File: config.mk
export PLATFORM = sky130hd
export DESIGN_NAME = inference_sequencer
export DESIGN_NICKNAME = d
export VERILOG_FILES = /design/src/rtl/neural_pkg.sv /design/src/rtl/seq_counter.sv /design/src/rtl/inference_sequencer.sv
export SDC_FILE = /design/constraint.sdc
export NUM_CORES = 1
export LEC_CHECK = 0
export ABC_AREA = 1
export CAP_MARGIN = 20
export CORE_MARGIN = 8
export CORE_UTILIZATION = 30
export CTS_CLUSTER_DIAMETER = 120
export DETAILED_ROUTE_END_ITERATION = 7
export PLACE_DENSITY = 0.63
export SYNTH_ARGS = -nofsm -noshare
export SYNTH_HDL_FRONTEND = slang
export SYNTH_HIERARCHICAL = 1
export SYNTH_SLANG_ARGS = --single-unit
File: constraint.sdc
create_clock -name clk -period 2.1 [get_ports clk]
set_input_delay 0.42 -clock clk [delete_from_list [all_inputs] [get_ports clk]]
set_output_delay 0.42 -clock clk [all_outputs]
set_load 0.05 [all_outputs]
File: src/rtl/neural_pkg.sv
// Shared constants, state encoding and registered-output bundle for the inference sequencer.
package neural_pkg;

  localparam int NUM_L1_GROUPS = 3;
  localparam int GROUP_W       = 10;
  localparam int REG_LOAD_W    = 30;
  localparam int SEL_W         = 2;

  localparam logic [SEL_W-1:0]      L2_BANK    = 2'd3;
  localparam logic [REG_LOAD_W-1:0] GROUP_ONES = REG_LOAD_W'((1 << GROUP_W) - 1);

  typedef enum logic [2:0] {
    ST_IDLE,
    ST_LOAD,
    ST_L1,
    ST_L2,
    ST_CMP,
    ST_NEXT,
    ST_DONE
  } seq_state_t;

  typedef struct packed {
    logic                  mem_read;
    logic                  label_mem_read;
    logic                  input_sel;
    logic                  reg_sel;
    logic [SEL_W-1:0]      weight_sel;
    logic [SEL_W-1:0]      bias_sel;
    logic [REG_LOAD_W-1:0] reg_load;
    logic                  addr_count_enable;
    logic                  cmp_phase;
    logic                  busy;
    logic                  done;
  } seq_out_t;

endpackage

File: src/rtl/seq_counter.sv
// Up-counter with synchronous clear; used for both the pass index and the sample index.
module seq_counter #(
  parameter int W = 2
) (
  input  logic         clk,
  input  logic         rst,
  input  logic         clr,
  input  logic         inc,
  output logic [W-1:0] count
);

  always_ff @(posedge clk) begin
    if (!rst)     count <= '0;
    else if (clr) count <= '0;
    else if (inc) count <= count + 1'b1;
  end

endmodule

File: src/rtl/inference_sequencer.sv
// Batch sequencer for a two-layer inference datapath: fetch, layer-1 passes, layer-2, compare, advance.
//
// state | meaning
// IDLE  | waiting for start after reset
// LOAD  | read sample and label memories
// L1    | layer-1 pass pass_idx, loads 10 hidden registers
// L2    | layer-2 evaluation
// CMP   | accuracy counter increments when eql
// NEXT  | advance address counter and sample index
// DONE  | batch complete, waiting for start
module inference_sequencer
  import neural_pkg::*;
#(
  parameter int SAMPLE_W  = 10,
  parameter int L1_GROUPS = NUM_L1_GROUPS
) (
  input  logic                  clk,
  input  logic                  rst,
  input  logic                  start,
  input  logic [SAMPLE_W-1:0]   num_samples,
  input  logic                  eql,
  output logic                  mem_read,
  output logic                  label_mem_read,
  output logic                  input_sel,
  output logic                  reg_sel,
  output logic [SEL_W-1:0]      weight_sel,
  output logic [SEL_W-1:0]      bias_sel,
  output logic [REG_LOAD_W-1:0] reg_load,
  output logic                  addr_count_enable,
  output logic                  ac_count_enable,
  output logic                  busy,
  output logic                  done
);

  seq_state_t            state, next_state;
  seq_out_t              out_d, out_q;
  logic [SEL_W-1:0]      pass_idx;
  logic [SAMPLE_W-1:0]   sample_idx, num_q;
  logic                  pass_clr, pass_inc, samp_clr, samp_inc, num_load;

  seq_counter #(.W(SEL_W)) u_pass (
    .clk(clk), .rst(rst), .clr(pass_clr), .inc(pass_inc), .count(pass_idx)
  );

  seq_counter #(.W(SAMPLE_W)) u_sample (
    .clk(clk), .rst(rst), .clr(samp_clr), .inc(samp_inc), .count(sample_idx)
  );

  always_ff @(posedge clk) begin
    if (!rst) state <= ST_IDLE;
    else      state <= next_state;
  end

  // Outputs are decoded from the current state and registered, so they trail the state by one cycle.
  always_ff @(posedge clk) begin
    if (!rst) begin
      num_q <= '0;
      out_q <= '0;
    end else begin
      if (num_load) num_q <= num_samples;
      out_q <= out_d;
    end
  end

  always_comb begin
    next_state = state;
    out_d      = '0;
    pass_clr   = 1'b0;
    pass_inc   = 1'b0;
    samp_clr   = 1'b0;
    samp_inc   = 1'b0;
    num_load   = 1'b0;
    unique case (state)
      ST_IDLE, ST_DONE: begin
        out_d.done = (state == ST_DONE) && !start;
        if (start) begin
          num_load   = 1'b1;
          samp_clr   = 1'b1;
          pass_clr   = 1'b1;
          next_state = (num_samples == '0) ? ST_DONE : ST_LOAD;
        end
      end
      ST_LOAD: begin
        out_d.mem_read       = 1'b1;
        out_d.label_mem_read = 1'b1;
        out_d.busy           = 1'b1;
        pass_clr             = 1'b1;
        next_state           = ST_L1;
      end
      ST_L1: begin
        out_d.busy       = 1'b1;
        out_d.weight_sel = pass_idx;
        out_d.bias_sel   = pass_idx;
        out_d.reg_load   = GROUP_ONES << (GROUP_W * int'(pass_idx));
        if (pass_idx == SEL_W'(L1_GROUPS - 1)) begin
          pass_clr   = 1'b1;
          next_state = ST_L2;
        end else begin
          pass_inc = 1'b1;
        end
      end
      ST_L2: begin
        out_d.busy       = 1'b1;
        out_d.input_sel  = 1'b1;
        out_d.reg_sel    = 1'b1;
        out_d.weight_sel = L2_BANK;
        out_d.bias_sel   = L2_BANK;
        next_state       = ST_CMP;
      end
      ST_CMP: begin
        out_d.busy      = 1'b1;
        out_d.cmp_phase = 1'b1;
        next_state      = ST_NEXT;
      end
      ST_NEXT: begin
        out_d.busy              = 1'b1;
        out_d.addr_count_enable = 1'b1;
        samp_inc                = 1'b1;
        next_state = (sample_idx == num_q - SAMPLE_W'(1)) ? ST_DONE : ST_LOAD;
      end
      default: next_state = ST_IDLE;
    endcase
  end

  assign mem_read          = out_q.mem_read;
  assign label_mem_read    = out_q.label_mem_read;
  assign input_sel         = out_q.input_sel;
  assign reg_sel           = out_q.reg_sel;
  assign weight_sel        = out_q.weight_sel;
  assign bias_sel          = out_q.bias_sel;
  assign reg_load          = out_q.reg_load;
  assign addr_count_enable = out_q.addr_count_enable;
  assign ac_count_enable   = out_q.cmp_phase & eql;
  assign busy              = out_q.busy;
  assign done              = out_q.done;

endmodule

==> results.md, run 1 <==
* Core ar. at 0.00714 mm^2
* PortBufs at 55
* 1st-iter DRT viols at 164
* RR Endpoint: state[2]
* Initial antenna violation count at 0
* Vias in the first global route at 1875
* Critical path, cell by cell: clkdlybuf4s50_1
* Layout net count at 370
* CP Max Fanout at 10
* FF+latch count, synth at 36
* Final Skew at 0.00452 ns
* Post-place instance area at 0.00258 mm^2
* Final Critical Period at 2.03 ns
* Worst Setup Start Kind: flip-flop
* Detail Route Antenna Nets at 0
* 1st-pass router iterations at 4
* Ys async rst share at 0%
* Hold_sp: num_q[1]
* CTS buffer count at 5
* H-tree lvl count at 2
* Area delta synth->final at 25.6%
* Final hold slack at 0.480 ns
* Full die area at 0.0102 mm^2
* Post-Syn Area per Cell at 6.67 um^2
* Worst-skew pair later-pin latency at 0.29 ns
* Largest area contributor in the netlist: dfxtp_1
* Worst reg2reg setup slack at 0.28 ns
* Syn Nets at 341
* Clock slew at reported path FFs at 0.08 ns
* Slew Viols, Final at 0
* Post-DP HPWL at 4100 um
* CP required at 1.68 ns
* Routed vias at 1967
* Sequential element share of the synthesized area at 33.3%
* Crit path kind: reg2out
* DRC at 0
* Count of buffer and inverter cells on the critical path at 1
* Most frequent cell after synthesis: nand2_1
* Share of cells above drive strength 1 at 11.0%
* Largest net degree at the start of global routing at 13
* Site Rows at 31
* Peak VDD IR at 0.258 mV
* Ant diodes at 0
* Slowest cell delay on critical path at 0.86 ns
* Synth area leaders: dfxtp_1 (33%), buf_4 (12%), nand2_1 (12%)
* Post-synth EDFFs at 0
* Worst Reg-to-Reg Cells at 15
* Hold Buf Count CTS at 0
* CTS sink count at 36
* Synth cell count leaders: nand2_1 (69), inv_1 (50), nor2_1 (37), buf_4 (36), dfxtp_1 (36)
* Synth cell types at 33
* Max Buffers Root-to-Sink at 2
* # setup viols final at 0
* Starting density of the core at 30.4%
* Post-Syn Instances at 325
* CTS tree: built
* WL/cell at 11.4 um
* Die Ht at 101 um
* Crit-path leading delay family: buffers and inverters
* Clk root buf: clkbuf_8
* Critical Path AT at 1.61 ns
* Post-route cell area at 0.00272 mm^2
* First-pass GRT wire length at 8720 um
* WHS Path Cells at 2
* Top cell type's share of synthesized area at 33.3%
* Slew headroom at 65.2%
* Worst-Margin Slew at 0.521 ns
* HP Class: reg2reg
* Die width at 101 um
* Outcome: finished clean
* WL final at 5170 um
* Io pins at 56
* Worst Hold End: num_q[1]
* Final Cycle Share at 96.5%
* Vias per Instance at 4.33
* P_leak at 1.44 nW
* Post-synth design cell area at 0.00217 mm^2
* Power per cell area at 787 mW/mm^2
* Final GP Congestion at 0.889
* Main flop type after synthesis: dfxtp_1
* Number of max-cap violations at 0
* Final hold violation count at 0
* Yosys warning count at 6
* Endpoint class of the critical path: primary output
* Max Fclk at 0.493 GHz
* Worst R2R Start: num_q[0]
* CP max-delay cell: clkdlybuf4s50_1
* Total GRT Usage at 10.6%
* Grt total ovfl at 0
cells by family (layout without fill, tap and decap cells):
| group | count (synthesis) | in the layout | synth area share, % |
|---|---|---|---|
| and+or+nand+nor | 141 | 141 | 28.3 |
| buffers and inverters | 91 | 121 | 22.4 |
| AOI/OAI and AO/OA | 49 | 49 | 12.4 |
| DFF | 36 | 36 | 33.3 |
| xor gates and xnor gates | 6 | 6 | 2.42 |
| adders and majority gates | 2 | 2 | 1.15 |
where the power goes:
part	leakage, nW	internal [W]	switching [W]
clock	0.0541	0.000352	0.000272
sequential	0.293	0.000740	0.0000655
combinational	1.09	0.000257	0.000455
per-layer routing:
metal / part of all wire, % / global-route usage (%) / wire length [um]
met5: 0 / 0 / 0
met2: 43 / 16.8 / 2230
met4: 2.1 / 5.04 / 110
met1: 48 / 12.8 / 2470
met3: 7.1 / 3.11 / 366
repair_timing:
item	in CTS	in global routing
setup endpoints to repair	0	21
resized for setup	0	13
buffers inserted	0	0
per-stage QoR:
step           utilization [%]  power (W)  std cells  setup TNS [ns]  setup slack (ns)
3_3_place_gp              36.1    0.00153        446               0             0.205
4_1_cts                   37.7    0.00216        454               0           0.00421
2_1_floorplan                -    0.00137        325               0             0.497
5_1_grt                   38.1    0.00230        454         -0.0103          -0.00592
6_report                  38.1    0.00214        454               0            0.0727
3_5_place_dp              36.1    0.00153        446               0             0.195
registers in the layout, summed over array words and instances, names as in the netlist:
| name | cells |
|---|---|
| num_q | 10 |
| u_sample/count | 10 |
| reg_load | 3 |
| state | 3 |
| u_pass/count | 2 |
| weight_sel | 2 |
| addr_count_enable | 1 |
| busy | 1 |
| done | 1 |
| input_sel | 1 |
| mem_read | 1 |
| out_q | 1 |
final cells by class:
class / count / area (um^2)
sequential: 36 / 722
fill: 773 / 4420
tap: 99 / 124
multi-input combinational: 198 / 961
clock inverter: 3 / 42.5
timing repair buffer: 60 / 603
inverter: 53 / 200
clock buffer: 5 / 68.8
cells in the final DEF, fill, tap and decap left out, types with 12 or more instances in the layout:
master           Yosys  final
dlymetal6s2s_1       0     12
o21ai_0             16     16
nand2_1             69     69
clkdlybuf4s50_1      0     32
a21oi_1             24     24
nor2_1              37     37
nand3_1             12     12
buf_4               36     15
inv_1               50     50
dfxtp_1             36     35
worst max path at each step:
stage | start | end | cells after the start
3_3_place_gp | num_samples[0] | state[1] | 10
4_1_cts | reg_load[7] | reg_load[7] | 1
3_5_place_dp | num_samples[0] | state[1] | 10
5_1_grt | reg_load[19] | reg_load[14] | 1
6_report | reg_load[19] | reg_load[14] | 1
2_1_floorplan | state[2] | u_sample/count[9] | 12
Note: power is estimated with default switching activity, not from simulation.
==> inputs of run 2 (changes only) <==
--- a/config.mk
+++ b/config.mk
@@ -7,7 +7,7 @@
 export LEC_CHECK = 0
 export ABC_AREA = 1
 export CAP_MARGIN = 20
-export CORE_MARGIN = 8
+export CORE_MARGIN = 2
 export CORE_UTILIZATION = 30
 export CTS_CLUSTER_DIAMETER = 120
 export DETAILED_ROUTE_END_ITERATION = 7
==> run 2 against run 1 <==
  * Total power fell by 6.6%
  * Via count fell by 0.31%
  * Final cell count fell by 0.88%
  * Non-clock buffer count fell by 1
  * Worst setup slack improved by 0.0031 ns
  * Critical path type unchanged
  * Largest cell class unchanged
  * Largest power group unchanged
  * Highest routed layer unchanged
==> results.md, run 2 (same netlist as run 1, synthesis figures left out) <==
* Detail Route Antenna Nets at 0
* Most frequent cells in the layout: nand2_1 (69), inv_1 (49), clkdlybuf4s50_1 (38)
* Clk root buf: clkbuf_8
* Crit path kind: reg2out
* Post-place instance area at 0.00259 mm^2
* Largest net degree at the start of global routing at 13
* WL/cell at 10.3 um
* P_leak at 1.48 nW
* Die width at 89.0 um
* Core ar. at 0.00691 mm^2
* Final GP Congestion at 0.840
* Total GRT Usage at 12.2%
* Critical Path AT at 1.60 ns
* Routed vias at 1961
* Power Total at 0.00200 W
* Site Rows at 30
* Clock slew at reported path FFs at 0.08 ns
* Largest regs: num_q (10), u_sample/count (10)
* Endpoint class of the critical path: primary output
* Count of buffer and inverter cells on the critical path at 1
* Die Ht at 89.0 um
* CP required at 1.68 ns
* Slew Viols, Final at 0
* Full die area at 0.00792 mm^2
* WL final at 4620 um
* Initial antenna violation count at 0
* Crit-path leading delay family: buffers and inverters
* Setup repair bufs after CTS at 0
* # setup viols final at 0
* Io pins at 56
* H-tree lvl count at 2
* Share of cells above drive strength 1 at 7.91%
* Critical path, cell by cell: clkdlybuf4s50_1
* Layout net count at 369
* Peak VDD IR at 0.250 mV
* Slowest cell delay on critical path at 0.85 ns
* Dpl cells at 442
* Worst-skew pair later-pin latency at 0.29 ns
* CP Max Fanout at 10
* Final hold violation count at 0
* 1st-pass router iterations at 4
* CTS tree: built
* Max Buffers Root-to-Sink at 2
* Final worst setup slack at 0.0759 ns
* Vias per Instance at 4.36
* 1st-iter DRT viols at 87
* HP Class: reg2reg
* CTS buffer count at 5
* Vias in the first global route at 1732
* Worst Setup Start Kind: flip-flop
* Area delta synth->final at 25.5%
* Power per cell area at 735 mW/mm^2
* Slew headroom at 65.4%
* Final Skew at 0.00791 ns
* PortBufs at 55
* Worst-Margin Slew at 0.518 ns
* Grt total ovfl at 0
* Setup WS pre-CTS at 0.127 ns
* Commonest non-fill, non-tap cell in the layout: nand2_1
* DRC at 0
* First-pass GRT wire length at 7550 um
* CTS sink count at 36
* Non-Filler Instances at 450
* Post-DP HPWL at 3600 um
* Ant diodes at 0
* Number of max-cap violations at 0
* Starting density of the core at 31.4%
* CP max-delay cell: clkdlybuf4s50_1
* Final Critical Period at 2.02 ns
* Outcome: finished clean
* Final Cycle Share at 96.4%
* Max Fclk at 0.494 GHz
* Final hold slack at 0.505 ns
* Post-route cell area at 0.00272 mm^2
==> run 2: timing repair <==
action,CTS,global route
resized for setup,0,17
hold buffers,0,0
setup endpoints to repair,0,32
==> run 2: cell type report <==
| class | instances | area (um^2) |
|---|---|---|
| Clock inverter | 3 | 18.8 |
| Fill cell | 734 | 4190 |
| Multi-Input combinational cell | 198 | 961 |
| Inverter | 53 | 200 |
| Clock buffer | 5 | 68.8 |
| Tap cell | 96 | 120 |
| Sequential cell | 36 | 721 |
| Timing Repair Buffer | 59 | 631 |
==> run 2: where the power goes <==
group          leakage, nW  total (W)  switching [W]  internal (W)
clock               0.0479   0.000492       0.000261      0.000231
combinational         1.14   0.000703       0.000450      0.000253
sequential           0.293   0.000804      0.0000643      0.000740
total                 1.48    0.00200       0.000776       0.00122
==> run 2: per-stage QoR <==
stage / TNS [ns] / util (%)
after floorplan: 0 / -
after global placement: 0 / 37.5
after detailed placement: 0 / 37.5
after CTS: 0 / 38.8
after global routing: -0.0154 / 39.4
final: 0 / 39.4
==> run 2: layer usage <==
metal | routed length (um) | vias up | track usage (%)
met4 | 87 | 0 | 5.29
met2 | 1990 | 55 | 20.3
met3 | 278 | 6 | 2.86
li1 | - | 1036 | -
met5 | 0 | - | 0
met1 | 2260 | 864 | 15.1
==> run 2: path summary, 6_finish.rpt <==
path | start | to | slack (ns) | cells after the start
max | reg_load[19] | reg_load[15] | 0.08 | 1
min | num_q[1] | num_q[1] | 0.50 | 2
max reg2reg | num_q[0] | state[2] | 0.28 | 14
min reg2reg | num_q[1] | num_q[1] | 0.50 | 2
